[src/rtl/wb_master_ctrl.sv]
// wb_master_ctrl: single-transfer Wishbone classic master behind a valid/ready request port.
// Ports: req_* request in, rsp_* registered response pulse, cyc/stb/we/sel/adr/dat Wishbone out, dat_i/ack_i/err_i in.
module wb_master_ctrl #(
  parameter int DATA_W  = 16,
  parameter int ADDR_W  = 15,
  parameter int SEL_W   = DATA_W / 8,
  parameter int TIMEOUT = 255,
  parameter int ALIGN   = 1
) (
  input  logic              clk_i,
  input  logic              rst_i,
  input  logic              req_valid_i,
  output logic              req_ready_o,
  input  logic              req_we_i,
  input  logic [SEL_W-1:0]  req_sel_i,
  input  logic [ADDR_W-1:0] req_addr_i,
  input  logic [DATA_W-1:0] req_data_i,
  output logic              rsp_valid_o,
  output logic              rsp_err_o,
  output logic [DATA_W-1:0] rsp_data_o,
  output logic              busy_o,
  output logic              cyc_o,
  output logic              stb_o,
  output logic              we_o,
  output logic [SEL_W-1:0]  sel_o,
  output logic [ADDR_W-1:0] adr_o,
  output logic [DATA_W-1:0] dat_o,
  input  logic [DATA_W-1:0] dat_i,
  input  logic              ack_i,
  input  logic              err_i
);

  localparam int CNT_W = (TIMEOUT > 0) ? $clog2(TIMEOUT + 1) : 1;
  localparam logic [CNT_W-1:0] CNT_LAST =
    CNT_W'((TIMEOUT > 0) ? TIMEOUT - 1 : 0);

  typedef enum logic [1:0] {
    IDLE   = 2'd0,
    ACTIVE = 2'd1,
    RESP   = 2'd2
  } state_t;

  state_t state_q, state_d;

  logic [CNT_W-1:0]  cnt_q;
  logic              we_q;
  logic [SEL_W-1:0]  sel_q;
  logic [ADDR_W-1:0] adr_q;
  logic [DATA_W-1:0] dat_q;
  logic              rsp_err_q, rsp_err_d;
  logic [DATA_W-1:0] rsp_data_q, rsp_data_d;

  logic              accept;
  logic              sel_zero;
  logic              tmo;
  logic              one_lane;
  logic [DATA_W-1:0] masked;
  logic [DATA_W-1:0] aligned;
  logic [DATA_W-1:0] rd_data;

  assign accept   = (state_q == IDLE) && req_valid_i;
  assign sel_zero = (req_sel_i == '0);
  assign tmo      = (TIMEOUT != 0) && (cnt_q == CNT_LAST);

  // state register
  always_ff @(posedge clk_i or negedge rst_i) begin
    if (!rst_i) state_q <= IDLE;
    else        state_q <= state_d;
  end

  // next state; err and ack both end the cycle, err decides the status
  always_comb begin
    state_d = state_q;
    unique case (state_q)
      IDLE:    if (req_valid_i) state_d = sel_zero ? RESP : ACTIVE;
      ACTIVE:  if (err_i || ack_i || tmo) state_d = RESP;
      RESP:    state_d = IDLE;
      default: state_d = IDLE;
    endcase
  end

  // state-decoded outputs (all driven from flops)
  always_comb begin
    req_ready_o = 1'b0;
    busy_o      = 1'b0;
    cyc_o       = 1'b0;
    rsp_valid_o = 1'b0;
    unique case (state_q)
      IDLE:    req_ready_o = 1'b1;
      ACTIVE:  begin busy_o = 1'b1; cyc_o = 1'b1; end
      RESP:    begin busy_o = 1'b1; rsp_valid_o = 1'b1; end
      default: req_ready_o = 1'b0;
    endcase
  end

  assign stb_o      = cyc_o;
  assign we_o       = we_q;
  assign sel_o      = sel_q;
  assign adr_o      = adr_q;
  assign dat_o      = dat_q;
  assign rsp_err_o  = rsp_err_q;
  assign rsp_data_o = rsp_data_q;

  // lane masking; a lone selected byte is also copied to lane 0
  always_comb begin
    masked  = '0;
    aligned = '0;
    for (int i = 0; i < SEL_W; i++) begin
      if (sel_q[i]) begin
        masked[8*i +: 8] = dat_i[8*i +: 8];
        aligned[7:0]     = dat_i[8*i +: 8];
      end
    end
    one_lane = (sel_q != '0) &&
               ((sel_q & (sel_q - SEL_W'(1))) == '0);
    rd_data  = (ALIGN != 0 && one_lane) ? aligned : masked;
  end

  // response payload, loaded on the edge that enters RESP
  always_comb begin
    rsp_err_d  = 1'b0;
    rsp_data_d = '0;
    if (accept && sel_zero) begin
      rsp_err_d = 1'b1;
    end else if (state_q == ACTIVE) begin
      if (err_i || (tmo && !ack_i)) rsp_err_d = 1'b1;
      else if (ack_i && !we_q)      rsp_data_d = rd_data;
    end
  end

  always_ff @(posedge clk_i or negedge rst_i) begin
    if (!rst_i) begin
      rsp_err_q  <= 1'b0;
      rsp_data_q <= '0;
    end else begin
      rsp_err_q  <= rsp_err_d;
      rsp_data_q <= rsp_data_d;
    end
  end

  // saturating timeout counter
  always_ff @(posedge clk_i or negedge rst_i) begin
    if (!rst_i) begin
      cnt_q <= '0;
    end else if (accept) begin
      cnt_q <= '0;
    end else if (state_q == ACTIVE && cnt_q != '1) begin
      cnt_q <= cnt_q + CNT_W'(1);
    end
  end

  // bus-side request registers, held outside ACTIVE
  always_ff @(posedge clk_i or negedge rst_i) begin
    if (!rst_i) begin
      we_q  <= 1'b0;
      sel_q <= '0;
      adr_q <= '0;
      dat_q <= '0;
    end else if (accept && !sel_zero) begin
      we_q  <= req_we_i;
      sel_q <= req_sel_i;
      adr_q <= req_addr_i;
      dat_q <= req_data_i;
    end
  end

endmodule

[config.mk]
export PLATFORM = sky130hd
export DESIGN_NAME = wb_master_ctrl
export DESIGN_NICKNAME = d
export VERILOG_FILES = /design/src/rtl/wb_master_ctrl.sv
export SDC_FILE = /design/constraint.sdc
export NUM_CORES = 1
export LEC_CHECK = 0
export ABC_AREA = 1
export CORE_UTILIZATION = 38
export CTS_CLUSTER_DIAMETER = 30
export DETAILED_ROUTE_END_ITERATION = 12
export GPL_TIMING_DRIVEN = 0
export PLACE_DENSITY_LB_ADDON = 0.1
export SKIP_CTS_REPAIR_TIMING = 1
export SYNTH_ARGS = -nofsm -noshare
export SYNTH_HDL_FRONTEND = slang
export SYNTH_SLANG_ARGS = --single-unit
[constraint.sdc]
create_clock -name clk_i -period 1.2 [get_ports clk_i]
set_input_delay 0.24 -clock clk_i [delete_from_list [all_inputs] [get_ports clk_i]]
set_output_delay 0.24 -clock clk_i [all_outputs]
set_load 0.02 [all_outputs]
==> results by group <==
Logic synthesis
  • Synthesized area: 2643 µm²
  • Synth unique cells: 27
  • Syn Inst Count: 301
  • Post-synthesis register bit count: 61
  • Syn Area/Cell: 8.779 µm²
  • Synth warn: 0
  • Register area share after synthesis: 57.77%
  • Syn Nets: 361

Timing
  • Setup TNS: -11.30 ns
  • Worst Slack Setup Final: -0.2960 ns
  • Worst-Margin Slew: 0.7549 ns
  • Worst Hold Slack: -0.02217 ns
  • Period utilization: 124.7%
  • RSZ-0062 raised after global routing: true
  • Post-Route Skew: 0.006983 ns
  • Setup Viol. Count Final: 66
  • Final Hold Viols: 47
  • Fmax: 668.5 MHz
  • Final Max Tran Viols: 0
  • Slew headroom: 49.68%
  • Final worst path period need: 1.496 ns

Power
  • Switching Fraction: 40.95%
  • Flop pwr share: 33.1%
  • Cell-internal power: 5.470 mW
  • Worst vdd ir: 1.269 mV
  • Clock Power Share: 16.5%
  • Total power: 9.264 mW
  • Gate power share: 50.3%
  • Switch Pwr: 3.794 mW
  • Leak Pwr: 2.732 nW
  • Power Density: 2088 nW/µm²

Finish
  • Diodes inserted: 0
  • Share of cells above drive strength 1: 22.53%
  • Most common cell after layout, fill and taps aside: nand2_1
  • Final #Nets: 491
  • Synthesis-to-layout area growth: 67.90%
  • Commonest non-fill, non-tap cells in the layout: nand2_1, dfrtp_1, clkdlybuf4s50_1, dlymetal6s2s_1, inv_1
  • Finished Cell Area: 4437 µm²
  • Filler cells: 535
  • Finished Layout Cells: 515
  • Fin util: 65.67%

Clock tree
  • CTS tree: yes
  • Worst-path clk slew: 0.07 ns
  • Cts bufs inserted: 9
  • Worst skew pair latency: 0.33 ns
  • H-tree depth: 3
  • Clock Tree Root: clkbuf_8
  • Clk sink count: 61
  • Clock buffer depth: 2

Route
  • DRC: 0
  • Post-route ant nets: 0
  • DRT iter0 DRCs: 90
  • Vias: 2386
  • DRT Wirelength: 6753 µm
  • DR vias/cell: 4.633
  • Drt wl/cell: 13.11 µm
  • DRT Pass-1 Iters: 4

Placement
  • Final weighted congestion in routability-driven placement: 0.7797
  • Placed cell count: 491
  • Pre-CTS WS: -0.4511 ns
  • Detail Placement HPWL: 4480 µm
  • Placed cell areas: 3969 µm²
  • IO buf count: 110

Floorplan
  • Die area: 7291 µm²
  • Top Ports: 111
  • # rows: 30
  • Core area: 6756 µm²
  • Die width: 85.39 µm
  • Die H: 85.39 µm
  • Initial Util: 39.11%

Global routing
  • First-pass GRT wire length: 10320 µm
  • Largest net degree at the start of global routing: 62
  • GRT Resource Usage Total: 18.26%
  • Number of global-route vias before repair: 2226
  • Overflow after GRT: 0
  • Antenna violations before repair: 0

Worst setup path
  • Critical path fanouts, max: 4
  • Type of origin of the critical path: flip-flop
  • Crit path DAT: 1.26 ns
  • Top cell by count, worst path: buf_4
  • CP max stage delay: 0.40 ns
  • Slowest CP cell: dfrtp_1
  • Critical R2R Capture: rsp_data_o[9]$_DFF_PN0_
  • FF-to-FF path depth: 7
  • Worst setup path startpoint: state_q[1]$_DFFE_PN0P_
  • Kind of critical path: flip-flop to primary output
  • Launch point of the worst reg-to-reg path: state_q[1]$_DFFE_PN0P_
  • Crit path required time: 0.96 ns
  • Worst path cell trace: inv_2, ha_4, buf_4, buf_4
  • Buf/Inv on CP: 3
  • CP delay by family, top: flip-flops
  • R2R Setup Slk: -0.25 ns
  • Crit. End Element: primary output

Min path
  • Hold Path Class: input pin to async pin

Run status
  • Outcome: finished, violations left
  • Violated checks: hold timing, setup timing

Job
  • MaxCap Viol Count: 0
==> sequential cells by signal (all words and copies together), names as in the netlist <==
signal,flops
dat_o,16
rsp_data_o,16
adr_o,15
cnt_q,8
sel_o,2
state_q,2
rsp_err_o,1
we_o,1
==> cells by family (layout without fill, tap and decap cells) <==
| group | after synthesis | count (layout) | synth area share (%) |
|---|---|---|---|
| adders and majority gates | 5 | 5 | 2.367 |
| and+or+nand+nor | 180 | 181 | 29.07 |
| AOI/OAI and AO/OA | 21 | 21 | 4.640 |
| DFF | 61 | 61 | 57.77 |
| buffers and inverters | 34 | 167 | 6.155 |
==> metal layers <==
| metal | global-route usage, % | vias up | routed length [µm] |
|---|---|---|---|
| met1 | 24.81 | 1096 | 3148 |
| met2 | 27.86 | 85 | 3051 |
| li1 | - | 1191 | - |
| met4 | 8.939 | 0 | 155 |
| met3 | 3.891 | 14 | 398 |
| met5 | 0 | - | 0 |
==> power groups by stage <==
stage,Clock (mW),Sequential [mW],Combinational [mW]
after floorplan,0,3.80,1.82
after global placement,0,3.09,4.35
after detailed placement,0,3.12,4.40
after CTS,1.57,3.09,4.41
after global routing,1.67,3.16,5.05
final,1.53,3.07,4.66
==> synthesized netlist by cell type <==
cell      number  share of area [%]
inv_2          4               0.57
nor2_2         4               0.95
inv_1         20                2.8
nor3_1         2               0.38
nor2_1        19                2.7
o22ai_1        1               0.24
or2_2          1               0.24
nand4_1        4               0.95
o21ai_0       11                2.1
ha_1           5                2.4
nand4_2        1               0.47
buf_2          4               0.76
dfrtp_1       61                 58
buf_6          3                1.3
a21oi_1        3               0.57
inv_4          1               0.24
o21bai_1       1               0.28
nand2_1      132                 19
a22oi_1        4                1.1
a22o_1         1               0.33
nor2_4         1               0.43
or2_1          1               0.24
clkinv_2       1               0.19
nand2_4        4                1.7
nand2_2        4               0.95
buf_4          1               0.28
nand3_1        7                1.3
==> layout make-up <==
type | count | area, µm² | area share [%]
sequential | 61 | 1531 | 34.52
multi-input combinational | 207 | 1174 | 26.45
timing repair buffer | 118 | 1251 | 28.20
inverter | 26 | 132.6 | 2.989
buffer | 8 | 91.34 | 2.059
tap | 80 | 100.1 | 2.256
clock inverter | 5 | 28.78 | 0.6486
clock buffer | 10 | 127.6 | 2.876
==> worst max path at each step <==
stage / cells after the start / slack [ns] / to
finish: 4 / -0.30 / stb_o
floorplan: 8 / -0.1 / we_o$_DFFE_PN0P_
CTS: 4 / -0.79 / stb_o
global placement: 1 / -2.16 / adr_o[9]$_DFFE_PN0P_
global route: 4 / -0.35 / stb_o
detailed placement: 6 / -0.45 / rsp_data_o[14]$_DFF_PN0_
(Power assumes the default switching activity.)
